### config.mk
export PLATFORM = sky130hd
export DESIGN_NAME = seq_pipe_elastic_en
export DESIGN_NICKNAME = d
export VERILOG_FILES = /design/src/rtl/seq_pipe_elastic_en.sv
export SDC_FILE = /design/constraint.sdc
export NUM_CORES = 1
export LEC_CHECK = 0
export BUFFER_PORTS_ARGS = -buffer_cell sky130_fd_sc_hd__buf_4
export CAP_MARGIN = 20
export CORE_MARGIN = 2
export CORE_UTILIZATION = 46
export CTS_BUF_LIST = sky130_fd_sc_hd__clkbuf_8 sky130_fd_sc_hd__clkbuf_16
export CTS_CLUSTER_SIZE = 8
export DETAILED_ROUTE_END_ITERATION = 12
export GPL_TIMING_DRIVEN = 0
export MAX_ROUTING_LAYER = met4
export PLACE_DENSITY = 0.68
export SYNTH_ARGS = -nofsm -noshare
export SYNTH_HDL_FRONTEND = slang
export SYNTH_SLANG_ARGS = --single-unit
### constraint.sdc
create_clock -name clk -period 2.4 [get_ports clk]
set_clock_uncertainty 0.05 [all_clocks]
set_input_delay 0.36 -clock clk [delete_from_list [all_inputs] [get_ports clk]]
set_output_delay 0.36 -clock clk [all_outputs]
set_load 0.01 [all_outputs]
### src/rtl/seq_pipe_elastic_en.sv
// Elastic val/rdy register pipeline with a global enable and synchronous flush.
// Empty stages absorb upstream data even while the output is stalled.
module seq_pipe_elastic_en #(
    parameter int NBITS   = 8,
    parameter int NSTAGES = 3
) (
    input  logic                             clk,
    input  logic                             reset,
    input  logic                             en,
    input  logic                             clear,
    input  logic                             in_val,
    output logic                             in_rdy,
    input  logic [NBITS-1:0]                 in_msg,
    output logic                             out_val,
    input  logic                             out_rdy,
    output logic [NBITS-1:0]                 out_msg,
    output logic [$clog2(NSTAGES+1)-1:0]     count
);

    localparam int CW   = $clog2(NSTAGES + 1);
    localparam int LAST = NSTAGES - 1;

    logic [NSTAGES-1:0] v_q, v_d;
    logic [NSTAGES-1:0] rdy;
    logic [NBITS-1:0]   d_q [NSTAGES];
    logic [NBITS-1:0]   d_d [NSTAGES];
    logic [CW-1:0]      count_q, count_d;

    logic active;
    logic drain;
    logic xfer_in;
    logic xfer_out;

    always_comb begin
        // NOTE: combinational blocks use blocking '=' and give every output a
        // default first, so no path through the block can infer a latch.
        active    = en & ~clear;
        drain     = active & v_q[LAST] & out_rdy;
        rdy       = '0;
        rdy[LAST] = ~v_q[LAST] | drain;
        // Ready ripples from the output back toward the input through full stages.
        for (int k = NSTAGES - 2; k >= 0; k--) begin
            rdy[k] = ~v_q[k] | rdy[k + 1];
        end

        in_rdy   = active & rdy[0];
        out_val  = active & v_q[LAST];
        xfer_in  = in_val & in_rdy;
        xfer_out = out_val & out_rdy;
    end

    always_comb begin
        v_d = v_q;
        d_d = d_q;
        if (clear) begin
            v_d = '0;
        end else if (en) begin
            if (rdy[0]) begin
                v_d[0] = in_val;
                if (in_val) begin
                    d_d[0] = in_msg;
                end
            end
            for (int k = 1; k < NSTAGES; k++) begin
                if (rdy[k]) begin
                    v_d[k] = v_q[k - 1];
                    if (v_q[k - 1]) begin
                        d_d[k] = d_q[k - 1];
                    end
                end
            end
        end
    end

    always_comb begin
        if (clear) begin
            count_d = '0;
        end else begin
            count_d = count_q + CW'(xfer_in) - CW'(xfer_out);
        end
    end

    always_ff @(posedge clk) begin
        // NOTE: registers use non-blocking '<='; the data array is reset here
        // too because the output message must read zero right after reset.
        if (reset) begin
            v_q     <= '0;
            count_q <= '0;
            for (int k = 0; k < NSTAGES; k++) begin
                d_q[k] <= '0;
            end
        end else begin
            v_q     <= v_d;
            count_q <= count_d;
            d_q     <= d_d;
        end
    end

    assign out_msg = d_q[LAST];
    assign count   = count_q;

endmodule

==> key figures, run 1 <==
Floorplan
  – Die height: 58.33 um
  – Core area: 2781 sq um
  – Die area: 3402 sq um
  – Initial core utilization: 48.81%
  – # rows: 19
  – Die width: 58.33 um
  – # IOs: 26

Clocking
  – CTS tree: built
  – Post-CTS Setup Inserts: 0
  – CTS buffer count: 5
  – Hold_buf cts: 0
  – H-Tree Depth: 2
  – Max clock buf depth: 2
  – Clock latency on the worst-skew pair: 0.28 ns
  – CTS Sinks: 29
  – Clock-pin slew on the worst setup and hold paths: 0.06 ns
  – Clock tree root buffer cell: clkbuf_8
  – CTS-repair resized insts: 0

Setup path
  – CP max FO: 9
  – Worst-path cell chain: and4b_1, nor3_2, buf_6, inv_1, ha_1, inv_1, ha_1, xor2_1, xnor2_1, nor3_1
  – WP data required: 2.50 ns
  – Setup CP Type: register to register
  – Arrival time at the worst endpoint: 2.14 ns
  – Worst Setup End Kind: register
  – Slowest cell on the critical path: dfxtp_1
  – CP max stage delay: 0.37 ns
  – Setup crit start kind: register

Layout
  – Number of diodes: 0
  – Share of layout cells above drive strength 1: 28.57%
  – Total Nets Final: 176
  – Layout Utilization: 60.95%
  – Finished Cell Area: 1695 sq um
  – Syn-to-layout area delta: 24.89%

Timing
  – Final setup fails: 0
  – Setup TNS: 0 ns
  – Minimum clock period: 2.038 ns
  – Final hold violation count: 0
  – Worst-margin pin slew: 0.4484 ns
  – Tcrit/Tclk final: 84.93%
  – Highest clock rate: 0.4906 GHz
  – RSZ-0062 raised after global routing: no
  – Max-slew violation total from the final report: 0
  – Relative slew slack: 70.11%

Global route
  – Largest net degree at the start of global routing: 11
  – First-pass GRT wire length: 4119 um
  – Initial antenna violation count: 0
  – Total GRT Usage: 16.90%
  – Vias in the first global route: 923
  – Remaining global-route overflow: 0

Flow run
  – Number of max-cap violations: 0

Outcome
  – Outcome: completed

Yosys
  – Synthesized area: 1358 sq um
  – Yosys reg bits: 29
  – Yosys cell types: 29
  – Largest family of logic cells by synthesized area: simple AND/OR/NAND/NOR gates
  – Syn_area_per_cell: 10.36 sq um
  – Post-synthesis mux area share: 18.43%
  – Synth Area in XOR/XNOR: 1.290%
  – Post-synthesis sequential area ratio: 42.76%
  – Post-Synthesis Cells: 131
  – Simple-gate share of the synthesized area: 24.24%
  – Yosys Warn Count: 0
  – Post-synthesis compound-gate area fraction: 2.488%
  – Syn Nets: 147
  – Area share of fa/ha/maj cells after synthesis: 1.843%

Detailed routing
  – Drt drc: 0
  – DRT iter0 DRCs: 18
  – Routed len/inst: 12.44 um
  – DRT antenna net count: 0
  – Drt total wl: 2388 um
  – Iteration count of the initial detailed-routing pass: 4
  – Vias: 942
  – DR vias/cell: 4.906

Hold path
  – Worst hold path type: input pin to register

Place
  – Post-place instance area: 1562 sq um
  – Number of port buffers: 22
  – DP Wirelength: 1632 um
  – Routability cong.: 0.6547

Power and ir drop
  – P_leak: 0.7816 nW
  – Peak supply drop: 0.5100 mV
  – Power per cell area: 678.7 nW/um^2
==> synth_stat cells (all sizes together) <==
cell    instances  area, sq um
nor3            3        20.02
buf            11        90.08
dfxtp          29        580.6
o211ai          1        7.510
and2b           1        8.760
and4b           1        10.01
a31oi           1        6.260
nand2b         33        206.5
inv             3        11.26
and3            2        12.51
or3             1        6.260
ha              2        25.02
and2            1        6.260
nand3           2        22.52
a211oi          1        7.510
mux2i          25        250.2
clkbuf          5        20.01
a21oi           1        5.000
nor2b           1        13.76
xnor2           1        8.760
nand3b          1        7.510
nand2           2        7.510
nor3b           1        7.510
a22oi           1        7.510
xor2            1        8.760
==> path summary, 6_finish.rpt <==
check | from | endpoint | slack [ns] | depth (start not counted)
min reg2reg | out_msg[2]$_SDFFE_PP0P_ | out_msg[2]$_SDFFE_PP0P_ | 0.42 | 2
max reg2reg | v_q[1]$_SDFFE_PP0P_ | count[1]$_SDFF_PP0_ | 0.36 | 10
max | v_q[1]$_SDFFE_PP0P_ | count[1]$_SDFF_PP0_ | 0.36 | 10
min | en | v_q[0]$_SDFFE_PP0P_ | 0.27 | 2
==> placed cells by master, fill, tap and decap left out, drive strengths merged, types with 2 or more instances in the layout <==
cell	netlist	routed
bufinv	0	2
nand3	2	2
nand2	2	2
mux2i	25	25
nand2b	33	33
nor3	3	3
dfxtp	29	29
inv	3	3
ha	2	2
buf	11	33
clkbuf	5	10
and3	2	2
==> critical path, delay by kind of cell (launching register included) <==
kind | cells | cell delay, ns
simple gates | 3 | 0.47
fa+ha+maj | 2 | 0.41
flops | 1 | 0.37
buf+inv | 3 | 0.31
xor+xnor | 2 | 0.30
==> sequential cells by signal (all words and copies together) (netlist names) <==
signal   flops
v_q          3
d_q         16
out_msg      8
count        2
==> kinds of logic after synthesis <==
logic type | after synthesis
adder cells (fa/ha/maj) | 2
XOR/XNOR | 2
multiplexers | 25
AO/OA/AOI/OAI | 5
AND/OR/NAND/NOR | 49
flip-flops | 29
buffers and inverters | 19
==> cell type report <==
| cell class | instances | area [sq um] |
|---|---|---|
| buffer | 16 | 110.1 |
| clock buffer | 5 | 68.82 |
| clock inverter | 3 | 65.06 |
| fill | 249 | 1086 |
| inverter | 3 | 11.26 |
| multi-input combinational | 83 | 655.6 |
| sequential | 29 | 580.6 |
| tap | 31 | 38.79 |
| timing repair buffer | 22 | 165.2 |
==> layer usage <==
| metal | part of all wire, % | routed length (um) | track usage (%) |
|---|---|---|---|
| met1 | 45 | 1065 | 19.55 |
| met4 | 1.5 | 37 | 7.973 |
| met2 | 49 | 1166 | 27.13 |
| met5 | 0 | 0 | - |
| met3 | 4.9 | 118 | 4.615 |
==> power by group <==
group	internal, W	switching (W)
combinational	0.0000357	0.0000294
clock	0.000412	0.000184
sequential	0.000487	0.00000214
total	0.000935	0.000216
==> stage by stage <==
stage	cells	total power, W	hold WS (ns)	setup WS (ns)
after global placement	184	0.0005645	0.4114	0.3104
after floorplan	131	0.0005407	0.4028	0.5052
final	192	0.001151	0.2672	0.3618
after detailed placement	184	0.0005656	0.4203	0.2710
after CTS	192	0.001170	0.2553	0.3414
after global routing	192	0.001197	0.2699	0.2242
No activity file was read; power rests on OpenSTA's default activity.
==> inputs of run 2 (changes only) <==
--- a/config.mk
+++ b/config.mk
@@ -14,7 +14,7 @@
 export DETAILED_ROUTE_END_ITERATION = 12
 export GPL_TIMING_DRIVEN = 0
 export MAX_ROUTING_LAYER = met4
-export PLACE_DENSITY = 0.68
+export PLACE_DENSITY = 0.71
 export SYNTH_ARGS = -nofsm -noshare
 export SYNTH_HDL_FRONTEND = slang
 export SYNTH_SLANG_ARGS = --single-unit
==> constraint.sdc (replaced) <==
create_clock -name clk -period 1.74 [get_ports clk]
set_clock_uncertainty 0.05 [all_clocks]
set_input_delay 0.261 -clock clk [delete_from_list [all_inputs] [get_ports clk]]
set_output_delay 0.261 -clock clk [all_outputs]
set_load 0.01 [all_outputs]
==> run 2 against run 1 <==
Critical endpoint unchanged. Routed wire length up 3.2%. Critical path type unchanged. Sequential cell count stayed put. Worst setup slack lost 0.41 ns. Hold slack got worse by 0.094 ns. Clock-buffer cell count is 2 higher. Largest cell class unchanged. Final area grew 2.4%. Combinational power grew 49%. Register-to-register slack got worse by 0.41 ns. The flow now finishes with violations (setup timing). Global-route usage rose by 0.30 points. Via count rose by 4.1%.
==> key figures, run 2 (synthesis gave the netlist of run 1 again) <==
Outcome
  – Outcome: finished, violations left
  – Failing checks: setup timing

Detailed routing
  – DR vias/cell: 5.005
  – Drt drc: 0
  – DRT iter0 DRCs: 20
  – Drt total wl: 2465 um
  – Routed len/inst: 12.58 um
  – Vias: 981
  – DRT antenna net count: 0
  – Iteration count of the initial detailed-routing pass: 4

Setup path
  – Worst reg2reg startpoint: v_q[0]$_SDFFE_PP0P_
  – Reg2reg path depth: 10
  – RR Endpoint: count[1]$_SDFF_PP0_
  – Slowest cell on the critical path: dfxtp_2
  – Reg-to-reg slack, setup: -0.05 ns
  – Worst Setup End Kind: register
  – Worst-path cell chain: and4b_1, nor3_2, buf_6, inv_4, ha_4, inv_2, ha_4, xor2_2, xnor2_1, nor3_1
  – CP max FO: 2
  – CP startpoint: v_q[0]$_SDFFE_PP0P_
  – Crit path depth: 10
  – WP data required: 1.84 ns
  – Cell family with most CP delay: simple AND/OR/NAND/NOR gates
  – CP dominant cell by count: ha_4
  – CP max stage delay: 0.32 ns
  – Arrival time at the worst endpoint: 1.88 ns
  – CP bufs+invs: 3
  – Setup crit start kind: register
  – Setup CP Type: register to register

Clocking
  – CTS buffer count: 5
  – H-Tree Depth: 2
  – Hold_buf cts: 0
  – Clock tree root buffer cell: clkbuf_8
  – CTS Sinks: 29
  – Clock latency on the worst-skew pair: 0.28 ns
  – CTS tree: built
  – Max clock buf depth: 2
  – Clock-pin slew on the worst setup and hold paths: 0.06 ns

Global route
  – Total GRT Usage: 17.20%
  – Largest net degree at the start of global routing: 11
  – First-pass GRT wire length: 4202 um
  – Remaining global-route overflow: 0
  – Vias in the first global route: 915
  – Initial antenna violation count: 0

Layout
  – Commonest non-fill, non-tap cell in the layout: buf_4
  – Finished Cell Area: 1737 sq um
  – Total Nets Final: 180
  – Syn-to-layout area delta: 27.93%
  – Number of diodes: 0
  – Share of layout cells above drive strength 1: 35.15%
  – Largest register by flop count: d_q
  – Max reg flops: 16
  – Most frequent cells in the layout: buf_4 (35), nand2b_1 (33), dfxtp_1 (26)

Place
  – Post-place instance area: 1592 sq um
  – DP Wirelength: 1667 um
  – Number of port buffers: 22
  – Routability cong.: 0.6863
  – Setup WS pre-CTS: -0.2393 ns

Floorplan
  – # rows: 19
  – Core area: 2781 sq um
  – # IOs: 26
  – Initial core utilization: 48.81%
  – Die width: 58.33 um
  – Die area: 3402 sq um
  – Die height: 58.33 um

Timing
  – Final hold violation count: 0
  – Fin worst setup slack: -0.04628 ns
  – Minimum clock period: 1.786 ns
  – Tcrit/Tclk final: 102.7%
  – RSZ-0062 raised after global routing: yes
  – Final setup fails: 1
  – Min Hold Slack: 0.1731 ns
  – Worst-margin pin slew: 0.4034 ns
  – Max-slew violation total from the final report: 0
  – Relative slew slack: 73.10%
  – Highest clock rate: 0.5598 GHz

Power and ir drop
  – Peak supply drop: 0.6741 mV
  – Power per cell area: 796.8 nW/um^2
  – P_leak: 0.7854 nW

Hold path
  – Worst hold path type: input pin to register
  – Hold_sp: en
  – Hold Path Sink: v_q[0]$_SDFFE_PP0P_
  – Hold path depth: 2

Flow run
  – Number of max-cap violations: 0
run 2: changes by cell type in the layout (fill, tap and decap cells not counted), sizes merged:
cell,previous run,this run
clkbuf,10,12
buf,33,37
bufinv,2,0
run 2: layer usage:
layer	track usage, %	share of wire [%]	vias up
li1	-	-	495
met4	9.302	1.8	0
met1	20.45	46	457
met2	26.32	48	21
met5	-	0	-
met3	4.835	3.7	8
run 2: worst max path at each step:
stage / endpoint / slack, ns
after floorplan: count[1]$_SDFF_PP0_ / -0.08
after global placement: count[1]$_SDFF_PP0_ / -0.19
after detailed placement: count[1]$_SDFF_PP0_ / -0.24
after CTS: count[1]$_SDFF_PP0_ / -0.09
after global routing: count[1]$_SDFF_PP0_ / -0.15
final: count[1]$_SDFF_PP0_ / -0.05
run 2: power by group:
part | switching, W | internal, W | total (W)
Sequential | 0.00000278 | 0.000669 | 0.000672
Clock | 0.000258 | 0.000357 | 0.000615
Combinational | 0.0000443 | 0.0000527 | 0.0000970
Total | 0.000305 | 0.00108 | 0.00138
run 2: cell type report:
type	count	area [sq um]
Multi-Input combinational cell	83	688.2
Buffer	16	110.1
Sequential cell	29	589.3
Clock buffer	7	96.34
Timing Repair Buffer	26	195.2
Inverter	3	13.76
Fill cell	244	1045
Tap cell	31	38.79
Clock inverter	1	5.005
run 2: per-stage QoR:
| step | utilization [%] | setup TNS [ns] | power (W) | instances |
|---|---|---|---|---|
| 2_1_floorplan | - | -0.07718 | 0.0007487 | 131 |
| 3_3_place_gp | 57.22 | -0.1957 | 0.0007813 | 184 |
| 3_5_place_dp | 57.22 | -0.3060 | 0.0007846 | 184 |
| 4_1_cts | 62.44 | -0.09004 | 0.001398 | 196 |
| 5_1_grt | 62.44 | -0.1458 | 0.001435 | 196 |
| 6_report | 62.44 | -0.04628 | 0.001384 | 196 |
run 2: repair_timing:
action	in CTS	in global routing
gates resized for setup	4	0
pin swaps	4	1
setup buffers	4	0
endpoints found under the setup margin	2	2
